### src/rtl/mcpu_irom_loader_pkg.sv
// mcpu_irom_loader_pkg: loader FSM states, frame sync marker and error codes
package mcpu_irom_loader_pkg;
  typedef enum logic [2:0] {
    S_IDLE   = 3'd0,
    S_ADDR_H = 3'd1,
    S_ADDR_L = 3'd2,
    S_LEN_H  = 3'd3,
    S_LEN_L  = 3'd4,
    S_DATA   = 3'd5,
    S_CSUM   = 3'd6
  } state_t;
  localparam logic [7:0] MCPU_LOADER_SYNC    = 8'hA5;
  localparam logic [1:0] MCPU_LDERR_NONE     = 2'b00;
  localparam logic [1:0] MCPU_LDERR_CSUM     = 2'b01;
  localparam logic [1:0] MCPU_LDERR_TIMEOUT  = 2'b10;
endpackage

### src/rtl/mcpu_loader_timer.sv
// mcpu_loader_timer: inter-byte idle counter; expire fires on the edge the count reaches TIMEOUT_CYCLES
module mcpu_loader_timer #(
  parameter int TIMEOUT_CYCLES = 1000000
) (
  input  logic clk,
  input  logic reset,
  input  logic clear,
  input  logic enable,
  output logic expire
);
  localparam int W = $clog2(TIMEOUT_CYCLES + 1);
  logic [W-1:0] r_cnt;
  // an accepted byte (clear) always beats an expiry in the same cycle
  assign expire = enable & ~clear & (r_cnt == W'(TIMEOUT_CYCLES - 1));
  always_ff @(posedge clk) begin
    if (reset || clear) r_cnt <= '0;
    else if (enable) r_cnt <= r_cnt + 1'b1;
  end
endmodule

### src/rtl/mcpu_irom_loader.sv
// mcpu_irom_loader: framed byte stream to IROM write strobes, halting the CPU while a frame loads
module mcpu_irom_loader
  import mcpu_irom_loader_pkg::*;
#(
  parameter int         IROM_ADDR_BITS = 14,
  parameter int         TIMEOUT_CYCLES = 1000000,
  parameter logic [7:0] SYNC_BYTE      = MCPU_LOADER_SYNC
) (
  input  logic                      clk,
  input  logic                      reset,
  input  logic                      in_valid,
  input  logic [7:0]                in_data,
  output logic                      in_ready,
  output logic                      irom_we,
  output logic [IROM_ADDR_BITS-1:0] irom_waddr,
  output logic [7:0]                irom_wdata,
  output logic                      cpu_halt,
  output logic                      done,
  output logic                      err,
  output logic [1:0]                err_code
);
  state_t                    r_state, w_next;
  logic [7:0]                r_hi, r_sum;
  logic [15:0]               r_left;
  logic [IROM_ADDR_BITS-1:0] r_addr;
  logic                      w_xfer, w_expire;
  logic [15:0]               w_word;
  logic [7:0]                w_sum;
  assign in_ready = 1'b1;
  assign w_xfer   = in_valid;
  assign w_word   = {r_hi, in_data};
  assign w_sum    = r_sum + in_data;
  mcpu_loader_timer #(.TIMEOUT_CYCLES(TIMEOUT_CYCLES)) u_timer (
    .clk    (clk),
    .reset  (reset),
    .clear  (w_xfer),
    .enable (r_state != S_IDLE),
    .expire (w_expire)
  );
  always_ff @(posedge clk) begin
    if (reset) r_state <= S_IDLE;
    else r_state <= w_next;
  end
  always_comb begin
    w_next = r_state;
    if (w_expire) w_next = S_IDLE;
    else if (w_xfer) begin
      unique case (r_state)
        S_IDLE:   w_next = (in_data == SYNC_BYTE) ? S_ADDR_H : S_IDLE;
        S_ADDR_H: w_next = S_ADDR_L;
        S_ADDR_L: w_next = S_LEN_H;
        S_LEN_H:  w_next = S_LEN_L;
        S_LEN_L:  w_next = (w_word == 16'd0) ? S_CSUM : S_DATA;
        S_DATA:   w_next = (r_left == 16'd1) ? S_CSUM : S_DATA;
        S_CSUM:   w_next = S_IDLE;
        default:  w_next = S_IDLE;
      endcase
    end
  end
  always_ff @(posedge clk) begin
    if (reset) begin
      r_hi       <= '0;
      r_sum      <= '0;
      r_left     <= '0;
      r_addr     <= '0;
      irom_we    <= 1'b0;
      irom_waddr <= '0;
      irom_wdata <= '0;
      cpu_halt   <= 1'b0;
      done       <= 1'b0;
      err        <= 1'b0;
      err_code   <= MCPU_LDERR_NONE;
    end else begin
      irom_we <= 1'b0;
      done    <= 1'b0;
      err     <= 1'b0;
      if (w_expire) begin
        err      <= 1'b1;
        err_code <= MCPU_LDERR_TIMEOUT;
        cpu_halt <= 1'b0;
      end else if (w_xfer) begin
        r_sum <= (r_state == S_IDLE) ? 8'd0 : w_sum;
        unique case (r_state)
          S_IDLE:   if (in_data == SYNC_BYTE) cpu_halt <= 1'b1;
          S_ADDR_H: r_hi <= in_data;
          S_ADDR_L: r_addr <= IROM_ADDR_BITS'(w_word);
          S_LEN_H:  r_hi <= in_data;
          S_LEN_L:  r_left <= w_word;
          S_DATA: begin
            irom_we    <= 1'b1;
            irom_waddr <= r_addr;
            irom_wdata <= in_data;
            r_addr     <= r_addr + 1'b1;
            r_left     <= r_left - 16'd1;
          end
          S_CSUM: begin
            done     <= (w_sum == 8'd0);
            err      <= (w_sum != 8'd0);
            err_code <= (w_sum == 8'd0) ? err_code : MCPU_LDERR_CSUM;
            cpu_halt <= 1'b0;
          end
          default: ;
        endcase
      end
    end
  end
endmodule

### config.mk
export PLATFORM = sky130hd
export DESIGN_NAME = mcpu_irom_loader
export DESIGN_NICKNAME = d
export VERILOG_FILES = /design/src/rtl/mcpu_irom_loader_pkg.sv /design/src/rtl/mcpu_loader_timer.sv /design/src/rtl/mcpu_irom_loader.sv
export SDC_FILE = /design/constraint.sdc
export NUM_CORES = 1
export LEC_CHECK = 0
export BUFFER_PORTS_ARGS = -buffer_cell sky130_fd_sc_hd__buf_2
export CORE_ASPECT_RATIO = 0.7
export CORE_MARGIN = 3
export CORE_UTILIZATION = 45
export CTS_CLUSTER_DIAMETER = 40
export DETAILED_ROUTE_END_ITERATION = 10
export PLACE_DENSITY = 0.64
export SYNTH_ARGS = -nofsm -noshare
export SYNTH_HDL_FRONTEND = slang
export SYNTH_HIERARCHICAL = 1
export SYNTH_SLANG_ARGS = --single-unit
### constraint.sdc
create_clock -name clk -period 3.45 [get_ports clk]
set_input_delay 0.69 -clock clk [delete_from_list [all_inputs] [get_ports clk]]
set_output_delay 0.69 -clock clk [all_outputs]
set_load 0.005 [all_outputs]
==> run summary <==
Status - complete, no violations
Total internal power - 0.00176 W
# clock sinks - 97
Number of synthesized flops with an enable pin - 0
Ports - 40
Register bit total from synthesis - 97
Antenna-violating nets left - 0
Max-cap violations - 0
Startpoint kind of the worst setup timing path - flip-flop
Final core utilization - 52.3%
Fraction of power spent switching nets - 24.9%
Clock tree skew after final layout - 0.00616 ns
Post-Synthesis Cells - 623
Share of synthesized cell area in and, or, nand and nor gates - 26.7%
Portion of netlist area occupied by mux cells - 0.409%
Setup tns final - 0 ns
Final hold viol count - 0
Register area share after synthesis - 39.6%
Post-detailed-route via-to-cell ratio - 6.07
Row Count - 31
Static leakage - 1.94 nW
Combinational family with the most area after synthesis - simple AND/OR/NAND/NOR gates
Clock root cell - sky130_fd_sc_hd__clkbuf_16
Total number of yosys warnings - 6
Required time reported for the critical path endpoint - 3.71 ns
Combinational cell fraction of total power - 6.7%
Postcts setup bufs - 0
Mapped Avg Cell Area - 7.86 um2
Vias in the first global route - 4051
Worst VDD drop - 0.000262 V
Net count reported at finish - 670
Post-CTS resize count - 0
H-tree levels - 3
Setup repair after global routing missed its margin - false
Commonest non-fill, non-tap cell in the layout - sky130_fd_sc_hd__nand2_1
Commonest cells after routing, fill and taps aside - sky130_fd_sc_hd__nand2_1 (106), sky130_fd_sc_hd__dfxtp_1 (97), sky130_fd_sc_hd__a21oi_1 (75), sky130_fd_sc_hd__nor2_1 (46), sky130_fd_sc_hd__o21ai_0 (40)
Relative slew margins - 36.4%
Clock network fraction of total power - 44.2%
Critical path arrival - 3.34 ns
Net switching power - 0.000582 W
Starting Density - 46.8%
Max Buffers Root-to-Sink - 2
Most used flip-flop cell after synthesis - sky130_fd_sc_hd__dfxtp_1
Start-to-end type of the worst setup path - flip-flop to flip-flop
Total area of multi-input combinational cells - 0.00272 mm2
Setup-failing EPs final - 0
Syn nets - 646
Area fraction in compound gates after synthesis - 22.6%
Distinct cells, synth - 70
Portion of the clock cycle consumed by the worst path in the final layout - 89.5%
CTS hold repair buffers - 0
Final wirelength - 13200 um
Xor/xnor cell area share of the yosys netlist - 2.50%
Fraction of layout instances using a drive strength above 1 - 12.0%
Synth Area in Adders - 3.22%
Die area - 0.0122 mm2
Pin count of the biggest net entering global routing - 41
Sequential power share - 49.0%
Type of the worst min-delay path - flip-flop to flip-flop
Final critical-path required period - 3.09 ns
Final HPWL from detailed placement - 9220 um
First-pass GRT wire length - 21500 um
Highest clock rate - 324 MHz
Number of buffers created by CTS - 9
Total track usage - 22.4%
P&R area growth vs syn - 11.7%
Sequential cell area - 0.00194 mm2
Number of antenna violations at the first check in global routing - 0
IO Port Bufs - 38
Total iterations of the first detailed-routing run - 5
Routed WL per cell - 16.9 um
Final-report max-slew violation count - 0
Async set-or-reset flop fraction in the synthesized netlist - 0%
Register-to-register setup slack - 0.36 ns
Remaining global-route overflow - 0
Final antenna diode count - 0
# fillers - 981
Slew at the pin with the worst max-slew slack - 0.946 ns
Violation count after the first detailed-route iteration - 460
Insertion delay to the later sink of the worst-skew pair - 0.35 ns
Power per cell area - 427 mW/mm2
Capturing element type of the critical path - flip-flop
Vias - 4755
Chip height - 93.3 um
TritonCTS clock tree - built
Critical path peak fanout - 20
Core box area - 0.0105 mm2
Cell area after technology mapping - 0.00490 mm2
Gpl congestion - 0.983
Clock edge transition at the registers on the reported setup and hold paths - 0.07 ns
Die extent in x - 131 um
Residual DRC count - 0
layout make-up:
type                            count  share of cell area (%)
Inverter                           17                    1.17
Clock inverter                      6                    1.33
Tap cell                          132                    3.02
Clock buffer                       10                    4.18
Multi-Input combinational cell    472                    49.7
Sequential cell                    97                    35.5
Timing Repair Buffer               50                    5.12
power by group through the flow:
stage | registers (W) | logic, W | clock network [W]
finish | 0.00115 | 0.000158 | 0.00103
global route | 0.00115 | 0.000174 | 0.00110
CTS | 0.00115 | 0.000155 | 0.00106
detailed placement | 0.00117 | 0.000155 | 0
global placement | 0.00117 | 0.000153 | 0
floorplan | 0.00116 | 0.000109 | 0
sequential cells by signal, indices dropped and copies added (netlist names):
| name | cells |
|---|---|
| r_sum | 8 |
| r_hi | 8 |
| r_addr | 14 |
| irom_we | 1 |
| err | 1 |
| cpu_halt | 1 |
| irom_wdata | 8 |
| u_timer/r_cnt | 20 |
| r_left | 16 |
| err_code | 2 |
| done | 1 |
| r_state | 3 |
| irom_waddr | 14 |
metal layers:
layer / track usage, % / wire length, um
met5: 0 / 0
met4: 7.11 / 178
met3: 4.85 / 944
met2: 30.3 / 5390
met1: 34.7 / 6730
synthesized netlist by cell type (all sizes together) (3+ instances only):
cell type,instances,share of area (%)
nand2,107,8.4
dfxtp,97,40
a21oi,75,7.7
nor2,46,3.5
o21ai,43,4.4
clkbuf,21,1.8
nor3,20,2.1
nand3,19,1.9
inv,17,1.3
buf,16,1.8
nand4,15,2.0
ha,11,2.8
nor4,11,1.5
a211oi,9,1.7
xor2,8,1.4
and3,7,0.89
and4,7,1.3
a311oi,6,1.1
a31oi,6,0.77
xnor2,6,1.1
o22ai,5,0.64
o31ai,5,0.77
or3,5,0.74
or4,5,0.77
nand3b,4,0.61
o41a,4,0.92
a21o,3,0.46
a22oi,3,0.46
nand2b,3,0.38
nor3b,3,0.46
o211ai,3,0.46
o21a,3,0.46
cells by family (layout without fill, tap and decap cells):
kind of cell               count (synthesis)  in the layout
muxes                                      2              2
AOI/OAI and AO/OA                        179            179
and+or+nand+nor                          264            264
xor gates and xnor gates                  14             14
buffers and inverters                     54             83
DFF                                       97             97
other                                      1              1
adders and majority gates                 12             12
critical path, cell delays in order, from the launching register on:
cell and delay [ns]:
sky130_fd_sc_hd__dfxtp_1 0.55, sky130_fd_sc_hd__nor3_1 0.10, sky130_fd_sc_hd__buf_4 0.17, sky130_fd_sc_hd__inv_1 0.20
sky130_fd_sc_hd__nand4_1 0.15, sky130_fd_sc_hd__nor2_1 0.20, sky130_fd_sc_hd__and4_1 0.36, sky130_fd_sc_hd__and2b_1 0.30
sky130_fd_sc_hd__o21a_1 0.37, sky130_fd_sc_hd__nand2_1 0.26, sky130_fd_sc_hd__nor2_1 0.08, sky130_fd_sc_hd__nor4_1 0.25
metrics by stage:
| step | cell area (um2) | hold WS (ns) | power (W) | instances | setup slack (ns) |
|---|---|---|---|---|---|
| 3_5_place_dp | 5170 | 0.445 | 0.00133 | 768 | 0.443 |
| 6_report | 5480 | 0.452 | 0.00234 | 784 | 0.363 |
| 4_1_cts | 5480 | 0.455 | 0.00236 | 784 | 0.430 |
| 3_3_place_gp | 5170 | 0.439 | 0.00132 | 768 | 0.541 |
| 5_1_grt | 5480 | 0.479 | 0.00242 | 784 | 0.0164 |
| 2_1_floorplan | 4900 | 0.436 | 0.00127 | 623 | 0.706 |
final timing paths:
check,cells after the start,to,startpoint
setup / recovery,11,r_addr[11],r_state[0]
hold / removal,2,irom_wdata[5],irom_wdata[5]
setup reg to reg,11,r_addr[11],r_state[0]
hold reg to reg,2,irom_wdata[5],irom_wdata[5]
(Power assumes the default switching activity.)
